==> src/rtl/mem_byte_streamer.sv <==
// Streams a run of 64-bit memory words out as an LSB-first 8-bit valid/ready byte stream.
// Optional abort input is enabled by defining MEM_STREAM_ABORT_EN.
module mem_byte_streamer #(
    parameter int ADDR_WIDTH = 11,
    parameter int CNT_WIDTH  = 12
) (
    input  logic                  clk,
    input  logic                  rstn,
    input  logic                  start,
    input  logic [ADDR_WIDTH-1:0] base_addr,
    input  logic [CNT_WIDTH-1:0]  word_count,
    output logic                  busy,
    output logic                  done,
    output logic                  mem_en,
    output logic [ADDR_WIDTH-1:0] mem_addr,
    input  logic [63:0]           mem_rdata,
    output logic [7:0]            tdata,
    output logic                  tvalid,
    input  logic                  tready,
`ifdef MEM_STREAM_ABORT_EN
    input  logic                  abort,
`endif
    output logic                  tlast
);

    localparam int SEND_WIDTH = CNT_WIDTH + 3;

    typedef enum logic [1:0] {
        S_IDLE,
        S_RUN,
        S_FIN
    } state_t;

    state_t                  state;
    logic [ADDR_WIDTH-1:0]   rd_ptr;
    logic [CNT_WIDTH-1:0]    fetch_left;
    logic [SEND_WIDTH-1:0]   send_left;
    logic                    inflight;
    logic [63:0]             sr_data;
    logic [2:0]              sr_idx;
    logic                    sr_full;
    logic [63:0]             hr_data;
    logic                    hr_full;

    logic abort_req;
    logic handshake;
    logic sr_last_hs;
    logic sr_free;
    logic start_run;
    logic flush;
    logic final_hs;

`ifdef MEM_STREAM_ABORT_EN
    assign abort_req = abort;
`else
    assign abort_req = 1'b0;
`endif

    assign handshake  = sr_full && tready;
    assign sr_last_hs = handshake && (sr_idx == 3'd7);
    assign sr_free    = !sr_full || sr_last_hs;
    assign start_run  = (state == S_IDLE) && start && (word_count != '0);
    assign flush      = (state == S_RUN) && abort_req;
    assign final_hs   = handshake && (send_left == SEND_WIDTH'(1));

    // A read is only issued when its data is guaranteed a landing place (HR empty, nothing in flight).
    assign mem_en   = (state == S_RUN) && (fetch_left != '0) && !inflight && !hr_full && !abort_req;
    assign mem_addr = rd_ptr;

    assign tvalid = sr_full;
    assign tdata  = sr_data[{sr_idx, 3'b000} +: 8];
    assign tlast  = sr_full && (send_left == SEND_WIDTH'(1));

    always_ff @(posedge clk) begin
        if (!rstn) begin
            state <= S_IDLE;
            busy  <= 1'b0;
            done  <= 1'b0;
        end else begin
            done <= 1'b0;
            case (state)
                S_IDLE: begin
                    if (start) begin
                        busy <= 1'b1;
                        if (word_count != '0) begin
                            state <= S_RUN;
                        end else begin
                            state <= S_FIN;
                            done  <= 1'b1;
                        end
                    end
                end
                S_RUN: begin
                    if (abort_req || final_hs) begin
                        state <= S_FIN;
                        done  <= 1'b1;
                    end
                end
                S_FIN: begin
                    state <= S_IDLE;
                    busy  <= 1'b0;
                end
                default: begin
                    state <= S_IDLE;
                    busy  <= 1'b0;
                end
            endcase
        end
    end

    // Returning read data takes priority over HR for refilling SR, which keeps word order intact
    // because HR is always empty whenever a read is in flight.
    always_ff @(posedge clk) begin
        if (!rstn) begin
            rd_ptr     <= '0;
            fetch_left <= '0;
            send_left  <= '0;
            inflight   <= 1'b0;
            sr_data    <= '0;
            sr_idx     <= '0;
            sr_full    <= 1'b0;
            hr_data    <= '0;
            hr_full    <= 1'b0;
        end else if (flush) begin
            fetch_left <= '0;
            inflight   <= 1'b0;
            sr_idx     <= '0;
            sr_full    <= 1'b0;
            hr_full    <= 1'b0;
        end else begin
            if (start_run) begin
                rd_ptr     <= base_addr;
                fetch_left <= word_count;
                send_left  <= {word_count, 3'b000};
            end else begin
                if (mem_en) begin
                    rd_ptr     <= rd_ptr + ADDR_WIDTH'(1);
                    fetch_left <= fetch_left - CNT_WIDTH'(1);
                end
                if (handshake) begin
                    send_left <= send_left - SEND_WIDTH'(1);
                end
            end

            inflight <= mem_en;

            if (inflight && sr_free) begin
                sr_data <= mem_rdata;
                sr_idx  <= '0;
                sr_full <= 1'b1;
            end else if (inflight) begin
                hr_data <= mem_rdata;
                hr_full <= 1'b1;
                if (handshake) begin
                    sr_idx <= sr_idx + 3'd1;
                end
            end else if (hr_full && sr_free) begin
                sr_data <= hr_data;
                sr_idx  <= '0;
                sr_full <= 1'b1;
                hr_full <= 1'b0;
            end else if (handshake) begin
                sr_idx <= sr_idx + 3'd1;
                if (sr_idx == 3'd7) begin
                    sr_full <= 1'b0;
                end
            end
        end
    end

endmodule

==> config.mk <==
export PLATFORM = sky130hd
export DESIGN_NAME = mem_byte_streamer
export DESIGN_NICKNAME = d
export VERILOG_FILES = /design/src/rtl/mem_byte_streamer.sv
export SDC_FILE = /design/constraint.sdc
export NUM_CORES = 1
export LEC_CHECK = 0
export BUFFER_PORTS_ARGS = -buffer_cell sky130_fd_sc_hd__buf_2
export CORE_ASPECT_RATIO = 0.9
export CORE_MARGIN = 4
export CORE_UTILIZATION = 50
export CTS_BUF_LIST = sky130_fd_sc_hd__clkbuf_2
export DETAILED_ROUTE_END_ITERATION = 10
export PLACE_DENSITY = 0.71
export SYNTH_ARGS = -nofsm -noshare
export SYNTH_HDL_FRONTEND = slang
export SYNTH_SLANG_ARGS = --single-unit
==> constraint.sdc <==
create_clock -name clk -period 3.3 [get_ports clk]
set_input_delay 0.66 -clock clk [delete_from_list [all_inputs] [get_ports clk]]
set_output_delay 0.66 -clock clk [all_outputs]
set_load 0.02 [all_outputs]
==> impl_metrics.ini, run 1 <==
[status]
outcome = complete, no violations

[timing]
worst_pin_slew_ns = 0.788
min_period_ns = 3.17
rsz0062_at_grt = false
drv_slew = 0
setup_tns_ns = 0
layout_setup_ws_ns = 0.128
min_period_over_period_pct = 96.1
hold_viol_final = 0
max_freq_mhz = 315
setup_violations = 0
slew_headroom_pct = 47.0
fin_skew_ns = 0.0289

[placed_design]
pre_cts_ws_ns = 0.590
gp_congestion = 0.855
numPortBuffers = 114
dp_hpwl_um = 14000
post-place-cells = 1200

[floorplanning]
ios = 115
core_um2 = 15300
start_util_pct = 50.8
die_w_um = 140
die_area_um2 = 17700
fp.dieH_um = 126
fp-row-count = 43

[logic_synthesis]
ys_ff_latch = 176
yosys_warnings = 0
synth_area_um2 = 7790
syn_avg_cell_area_um2 = 8.26
seq_area_frac_synth_pct = 45.2
netlist-cell-type-count = 58
synthCells = 944
synthFlopType = dfxtp_1
syn_nets = 1042
synthArstFlopShare_pct = 0
synth_edf_count = 0

[power]
p_leak_uw = 0.00326
power_uw = 4200
cellPowerDensity_nw_per_um2 = 477
vdd_drop_max_mv = 0.222

[worst_setup_path]
path_cells = or4_4 -> or4_4 -> nand2_4 -> inv_6 -> buf_4
crit_family = simple AND/OR/NAND/NOR gates
start_kind = register
path_common_cell = or4_4
crit_fanout = 20
cp_slowest_stage_delay_ns = 0.54
crit_buf_inv = 2
critical_path_class = register to output port
required_ns = 2.64
cpMaxStageDelayCell = or4_4
cp-end-kind = output port
crit_arrival_ns = 2.51

[global_route]
grt_usage_pct = 23.7
grt-ovfl-total = 0
grt_pass1_vias = 6635
grt_max_degree = 75
grt_pass1_wl_um = 34400
grt_antenna_before_repair = 0

[clocking]
clock_sinks = 176
clk_pin_slew_ns = 0.25
root_buffer = clkbuf_2
numCtsBuffers = 17
tritoncts = yes
htreeDepth = 4
clkLatencyLatePin_ns = 0.75
cts_buffer_depth = 2

[route]
met2_length_um = 9720
routed.top_layer = met4
drtIter0Drc = 705
met1_length_um = 9900
drc = 0
wl_per_cell_um = 17.2
avgViaCountPerCell = 5.85
ant_nets = 0
wl_met3_um = 1330
first_pass_iters = 5
vias = 7237
wl_um = 21200

[finish]
antenna_cells = 0
finalNonFillerCells = 1237
final_nets = 1121
post-route-util_pct = 57.5
syn2layout_area_growth_pct = 13.1
drive_gt1_share_pct = 20.6

[hold_path]
hold_path_class = input port to register

[run]
max_cap_violations = 0
[cells by family (layout without fill, tap and decap cells)]
logic type | count (synthesis) | in the layout | synth area share (%)
flops | 176 | 176 | 45.2
simple gates | 289 | 289 | 16.2
mux | 25 | 25 | 5.91
buf+inv | 89 | 180 | 4.50
fa+ha+maj | 7 | 7 | 1.12
compound gates | 340 | 340 | 25.0
xor+xnor | 18 | 18 | 2.02
[through the flow]
| stage | instance area, µm² | hold WS (ns) |
|---|---|---|
| 2_1_floorplan | 7790 | 0.437 |
| 3_3_place_gp | 8500 | 0.442 |
| 3_5_place_dp | 8500 | 0.447 |
| 4_1_cts | 8780 | 0.0446 |
| 5_1_grt | 8820 | 0.0320 |
| 6_report | 8820 | 0.112 |
[power by group]
group / total, µW / internal, µW / switching, µW
Clock: 1140 / 416 / 720
Combinational: 711 / 287 / 424
Sequential: 2360 / 2250 / 102
Total: 4200 / 2960 / 1250
[worst min-delay path, cell delays in order]
cell,delay [ns]
buf_2,0.11
nand2_1,0.05
a21oi_1,0.05
[state kept, by name, indices dropped and copies added (netlist names)]
signal      count
busy            1
done            1
fetch_left     12
hr_data        64
hr_full         1
inflight        1
mem_addr       11
send_left      15
sr_data        64
sr_idx          3
state           2
tvalid          1
[Yosys cell counts, types with 3 or more instances]
library cell	n	share of area, %
nand2_1	178	8.6
dfxtp_1	176	45
a21oi_1	160	10
o21ai_0	79	5.1
clkbuf_1	61	2.9
o22ai_1	47	3.8
nor2_1	44	2.1
mux4_2	16	4.6
o221ai_1	16	1.8
buf_1	12	0.58
xnor2_1	12	1.3
nand3_1	9	0.58
nor3_1	9	0.58
nor4_1	9	0.72
inv_1	8	0.39
mux2_2	8	1.2
or4_1	8	0.77
ha_1	7	1.1
and3_1	6	0.48
nand4_1	6	0.48
xor2_1	6	0.67
a22oi_1	4	0.39
a31oi_1	4	0.32
buf_2	4	0.26
o21a_1	4	0.39
o31ai_1	4	0.39
or3_1	4	0.32
a211oi_1	3	0.29
nand2b_1	3	0.24
[final cells by class]
class | count | area (µm²)
inverter | 10 | 42.5
fill | 1447 | 6520
clock buffer | 19 | 95.1
timing repair buffer | 139 | 792
sequential | 176 | 3530
clock inverter | 12 | 144
tap | 202 | 253
multi-input combinational | 679 | 3960
[metal layers]
metal | vias to the layer above | GRT usage, %
li1 | 3553 | -
met1 | 3401 | 33.8
met2 | 255 | 37.0
met3 | 28 | 5.20
met4 | 0 | 5.81
met5 | - | 0
[repair_timing]
item	CTS	global route
buffers inserted	3	2
resized for setup	10	4
hold endpoints to repair	0	1
pin swaps	1	3
hold buffers	0	1
endpoints found under the setup margin	1	2
[path summary, 6_finish.rpt]
path	startpoint	endpoint	slack (ns)	cells past startpoint
worst max register to register	sr_idx[0]$_SDFF_PP0_	hr_data[14]$_SDFFE_PN0P_	0.92	9
worst min-delay path	mem_rdata[26]	hr_data[26]$_SDFFE_PN0P_	0.11	3
worst max-delay path	fetch_left[2]$_SDFFE_PN0P_	mem_en	0.13	5
worst min register to register	hr_data[62]$_SDFFE_PN0P_	hr_data[62]$_SDFFE_PN0P_	0.47	2
[placed cells by master, fill, tap and decap left out, types with 5 or more instances in the layout]
cell type | synthesis | routed
o22ai_1 | 47 | 47
xor2_1 | 6 | 6
mux2_2 | 8 | 8
nand3_1 | 9 | 9
and3_1 | 6 | 6
buf_4 | 1 | 22
inv_1 | 8 | 7
nor4_1 | 9 | 9
nand4_1 | 6 | 6
nand2_1 | 178 | 176
ha_1 | 7 | 7
a21oi_1 | 160 | 160
o21ai_0 | 79 | 79
nor2_1 | 44 | 42
nor3_1 | 9 | 9
xnor2_1 | 12 | 12
mux4_2 | 16 | 16
buf_2 | 4 | 113
dfxtp_1 | 176 | 171
clkbuf_2 | 0 | 19
or4_1 | 8 | 5
o221ai_1 | 16 | 16
No activity file was read; power rests on OpenSTA's default activity.
==> run 2: changes to the inputs <==
CORE_UTILIZATION = 40   (was 50)
PLACE_DENSITY = 0.69   (was 0.71)
==> run 2 against run 1 <==
Non-clock buffer count up 3. Critical path type unchanged. First-iteration DRC count up 4.8%. Die area up 23%. Via count up 1.4%. Sequential share of layout area down 0.60 points. Clock power up 13%. Power up 4.2%.
==> impl_metrics.ini, run 2 (synthesis gave the netlist of run 1 again) <==
[hold_path]
hp-start = mem_rdata[25]
hold_path_class = input port to register

[floorplanning]
ios = 115
fp-row-count = 48
die_w_um = 155
core_um2 = 19200
start_util_pct = 40.7
die_area_um2 = 21800
fp.dieH_um = 140

[finish]
seqCellArea_um2 = 3540
post-route-util_pct = 46.8
mostFrequentLayoutCell = nand2_1
final_nets = 1124
syn2layout_area_growth_pct = 15.1
fillCellCount = 1869
final_cell_mix = 176 x nand2_1, 168 x dfxtp_1, 160 x a21oi_1
multi_input_area_um2 = 3970
largestRegisters = hr_data x64, sr_data x64, send_left x15
drive_gt1_share_pct = 21.6

[timing]
max_freq_mhz = 315
min_period_over_period_pct = 96.2
fin_skew_ns = 0.0441
drv_slew = 0
setup_tns_ns = 0
rsz0062_at_grt = false
worst_pin_slew_ns = 0.815
setup_violations = 0
slew_headroom_pct = 45.1
min_period_ns = 3.17
hold_viol_final = 0

[worst_setup_path]
crit_fanout = 4
path_common_cell = or4_4
crit_arrival_ns = 2.51
crit-reg2reg-launch = sr_idx[0]$_SDFF_PP0_
cp-end-kind = output port
required_ns = 2.64
crit_start = fetch_left[9]$_SDFFE_PN0P_
crit_buf_inv = 2
path_cells = or4_4 -> or4_4 -> nand2_8 -> inv_2 -> buf_6
crit_family = simple AND/OR/NAND/NOR gates
cp_slowest_stage_delay_ns = 0.55
start_kind = register
critical_path_class = register to output port
cpMaxStageDelayCell = or4_4

[global_route]
grt_antenna_before_repair = 2
grt-ovfl-total = 0
grt_pass1_wl_um = 36100
grt_usage_pct = 20.2
grt_max_degree = 66
grt_pass1_vias = 6746

[clocking]
htreeDepth = 4
clk_pin_slew_ns = 0.29
clkLatencyLatePin_ns = 0.77
root_buffer = clkbuf_2
clock_sinks = 176
numCtsBuffers = 17
tritoncts = yes
cts_buffer_depth = 2

[route]
wl_met3_um = 1540
drc = 0
met1_length_um = 10800
avgViaCountPerCell = 5.69
vias = 7336
wl_per_cell_um = 17.5
wl_um = 22600
drtIter0Drc = 739
first_pass_iters = 5
met2_length_um = 9890
ant_nets = 0
routed.top_layer = met5

[placed_design]
dp_hpwl_um = 15000
numPortBuffers = 114
gp_congestion = 0.857

[power]
vdd_drop_max_mv = 0.238
p_leak_uw = 0.00331
cellPowerDensity_nw_per_um2 = 489

[status]
outcome = complete, no violations

[run]
max_cap_violations = 0
run 2: changes by cell type in the layout (fill, tap and decap cells not counted), moves of 2 or more:
cell      delta
inv_6        +4
inv_8        +4
clkinv_1     -3
dfxtp_1      -3
buf_4        +2
clkinv_2     -2
dfxtp_2      +2
run 2: layout make-up:
| type | count | area share [%] |
|---|---|---|
| Multi-Input combinational cell | 679 | 44.3 |
| Sequential cell | 176 | 39.5 |
| Timing Repair Buffer | 142 | 9.18 |
| Tap cell | 250 | 3.49 |
| Clock inverter | 14 | 2.18 |
| Clock buffer | 18 | 1.00 |
| Inverter | 10 | 0.419 |
| Antenna cell | 1 | 0.0279 |
run 2: repair_timing:
item	4_1_cts	5_1_grt
hold buffers	0	0
buffers inserted	2	5
hold endpoints to repair	0	0
pin swaps	3	3
setup endpoints to repair	9	9
gates resized for setup	9	11
run 2: path summary, 6_finish.rpt:
check	to	slack, ns	depth (start not counted)
setup / recovery	mem_en	0.13	5
hold / removal	hr_data[25]$_SDFFE_PN0P_	0.09	3
setup reg to reg	hr_data[54]$_SDFFE_PN0P_	0.93	9
hold reg to reg	hr_data[4]$_SDFFE_PN0P_	0.47	2
run 2: per-layer routing:
metal,vias up,global-route usage [%]
met5,-,0
met4,2,5.81
met3,31,3.95
met2,261,30.0
met1,3470,29.9
li1,3572,-
run 2: worst register-to-register path, stage by stage, from the launching register on:
cell	delay, ns
dfxtp_2	0.37
buf_6	0.15
ha_1	0.21
ha_1	0.19
a21boi_1	0.47
buf_4	0.33
nand2_2	0.08
buf_4	0.28
nand2_1	0.14
a21oi_1	0.07
run 2: per-stage QoR:
step | instance area (µm²) | std cells | total power [µW] | setup slack [ns] | hold slack, ns
finish | 8970 | 1290 | 4380 | 0.127 | 0.0869
global route | 8970 | 1290 | 4590 | 0.00602 | 0.00777
CTS | 8900 | 1284 | 4390 | -0.0233 | 0.0271
detailed placement | 8570 | 1250 | 3080 | 0.579 | 0.447
global placement | 8570 | 1250 | 3070 | 0.618 | 0.441
floorplan | 7790 | 944 | 2830 | 0.672 | 0.437
run 2: power breakdown:
| group | switching (µW) | total, µW | internal [µW] | leakage, µW |
|---|---|---|---|---|
| logic | 437 | 730 | 293 | 0.00170 |
| registers | 103 | 2360 | 2260 | 0.00144 |
| clock network | 830 | 1290 | 462 | 0.000168 |
| total | 1370 | 4380 | 3010 | 0.00331 |
==> run 3: changes to the inputs <==
SETUP_SLACK_MARGIN = 0.02   (was unset)
clock period = 3.1 ns   (was 3.3 ns; I/O delays follow)
==> run 3 against run 2 <==
Sequential cell count did not move. Final area fell by 0.21%. Worst setup slack got worse by 0.063 ns. Largest cell class unchanged.
==> impl_metrics.ini, run 3 (synthesis gave the netlist of run 1 again) <==
[status]
outcome = complete, no violations

[route]
drtIter0Drc = 603
ant_nets = 0
avgViaCountPerCell = 5.59
first_pass_iters = 5
wl_per_cell_um = 17.0
wl_um = 21900
drc = 0
vias = 7218

[global_route]
grt_max_degree = 66
grt.met2_usage_pct = 29.0
grt_pass1_vias = 6656
grt_pass1_wl_um = 35100
grt-ovfl-total = 0
grt_usage_pct = 19.8
busiest_layer = met1
use_met1_pct = 29.6
met3_usage_pct = 4.08
grt_antenna_before_repair = 1

[hold_path]
hold_path_class = input port to register
holdPathEnd = hr_data[63]$_SDFFE_PN0P_
hp-start = mem_rdata[63]
whs_path_depth = 3

[timing]
worst_pin_slew_ns = 0.726
setup_violations = 0
drv_slew = 0
max_freq_mhz = 329
rsz0062_at_grt = true
min_period_ns = 3.04
hold_ws_ns = 0.0727
min_period_over_period_pct = 97.9
fin_skew_ns = 0.0476
hold_viol_final = 0
slew_headroom_pct = 51.5

[worst_setup_path]
path_cells = or4_4 -> or4_4 -> nand2_4 -> inv_2 -> buf_6
crit_fanout = 2
required_ns = 2.48
crit_start = fetch_left[7]$_SDFFE_PN0P_
rr_endpoint = hr_data[17]$_SDFFE_PN0P_
crit_buf_inv = 2
critical_path_class = register to output port
cp_slowest_stage_delay_ns = 0.53
crit_family = simple AND/OR/NAND/NOR gates
cp-end-kind = output port
cpMaxStageDelayCell = or4_4
start_kind = register
reg2reg_slack_ns = 0.72
crit_arrival_ns = 2.42
path_common_cell = or4_4
crit-reg2reg-launch = sr_idx[2]$_SDFF_PP0_
reg2reg_depth = 7

[clocking]
clkLatencyLatePin_ns = 0.75
root_buffer = clkbuf_2
numCtsBuffers = 17
cts_buffer_depth = 2
tritoncts = yes
clock_sinks = 176
clk_pin_slew_ns = 0.27
htreeDepth = 4

[floorplanning]
core_um2 = 19200
fp.dieH_um = 140
start_util_pct = 40.7
die_w_um = 155
die_area_um2 = 21800
fp-row-count = 48
ios = 115

[finish]
final_cell_mix = 176 x nand2_1, 171 x dfxtp_1, 160 x a21oi_1
mostFrequentLayoutCell = nand2_1
largestRegisters = hr_data x64, sr_data x64, send_left x15
syn2layout_area_growth_pct = 14.8
drive_gt1_share_pct = 20.8
finalNonFillerCells = 1291
final_nets = 1126

[power]
power_uw = 4440
vdd_drop_max_mv = 0.228
cellPowerDensity_nw_per_um2 = 497
p_leak_uw = 0.00329

[run]
max_cap_violations = 0

[placed_design]
numPortBuffers = 114
dp_hpwl_um = 14400
gp_congestion = 0.813
post-place-cells = 1249
## run 3: area by class of cell
class	count	area (µm²)
timing repair buffer	144	880
antenna	1	2.50
clock buffer	21	105
clock inverter	10	113
sequential	176	3540
fill	1908	10200
multi-input combinational	679	3960
inverter	10	37.5
tap	250	313
## run 3: repair_timing
item	in CTS	in global routing
setup endpoints to repair	10	3
cloned	0	1
hold endpoints to repair	0	4
hold buffers	0	4
gates resized for setup	16	1
buffers inserted	5	0
pin swaps	3	0
## run 3: worst max path at each step
| stage | end | slack [ns] | depth (start not counted) |
|---|---|---|---|
| CTS | mem_en | -0.04 | 5 |
| detailed placement | fetch_left[1]$_SDFFE_PN0P_ | 0.58 | 6 |
| finish | mem_en | 0.06 | 5 |
| floorplan | tdata[0] | 0.51 | 4 |
| global route | mem_en | -0.1 | 5 |
| global placement | mem_en | 0.59 | 5 |
## run 3: per-stage QoR
step                utilization, %  setup TNS, ns  instance area, µm²  setup WS (ns)
global route                  46.7        -0.0975                8950        -0.0975
global placement              44.8              0                8580          0.593
floorplan                        -              0                7790          0.512
detailed placement            44.8              0                8580          0.584
finish                        46.7              0                8950         0.0638
CTS                           46.3        -0.0405                8880        -0.0405
## run 3: worst min-delay path: cells and delay by family
| family | cells | cell delay (ns) |
|---|---|---|
| compound gates | 1 | 0.05 |
| buf+inv | 1 | 0.11 |
| simple gates | 1 | 0.05 |
## run 3: metal layers
layer / share of wire, % / up-vias / routed length [µm]
met1: 48 / 3402 / 10600
met2: 44 / 221 / 9660
li1: - / 3575 / -
met4: 1.4 / 0 / 306
met3: 6.4 / 20 / 1390
met5: 0 / - / 0
## run 3: report_power, final
group          internal [µW]  leakage, µW  switching [µW]
Sequential              2400      0.00144             106
Combinational            318      0.00172             456
Clock                    374     0.000132             791
Total                   3090      0.00329            1350
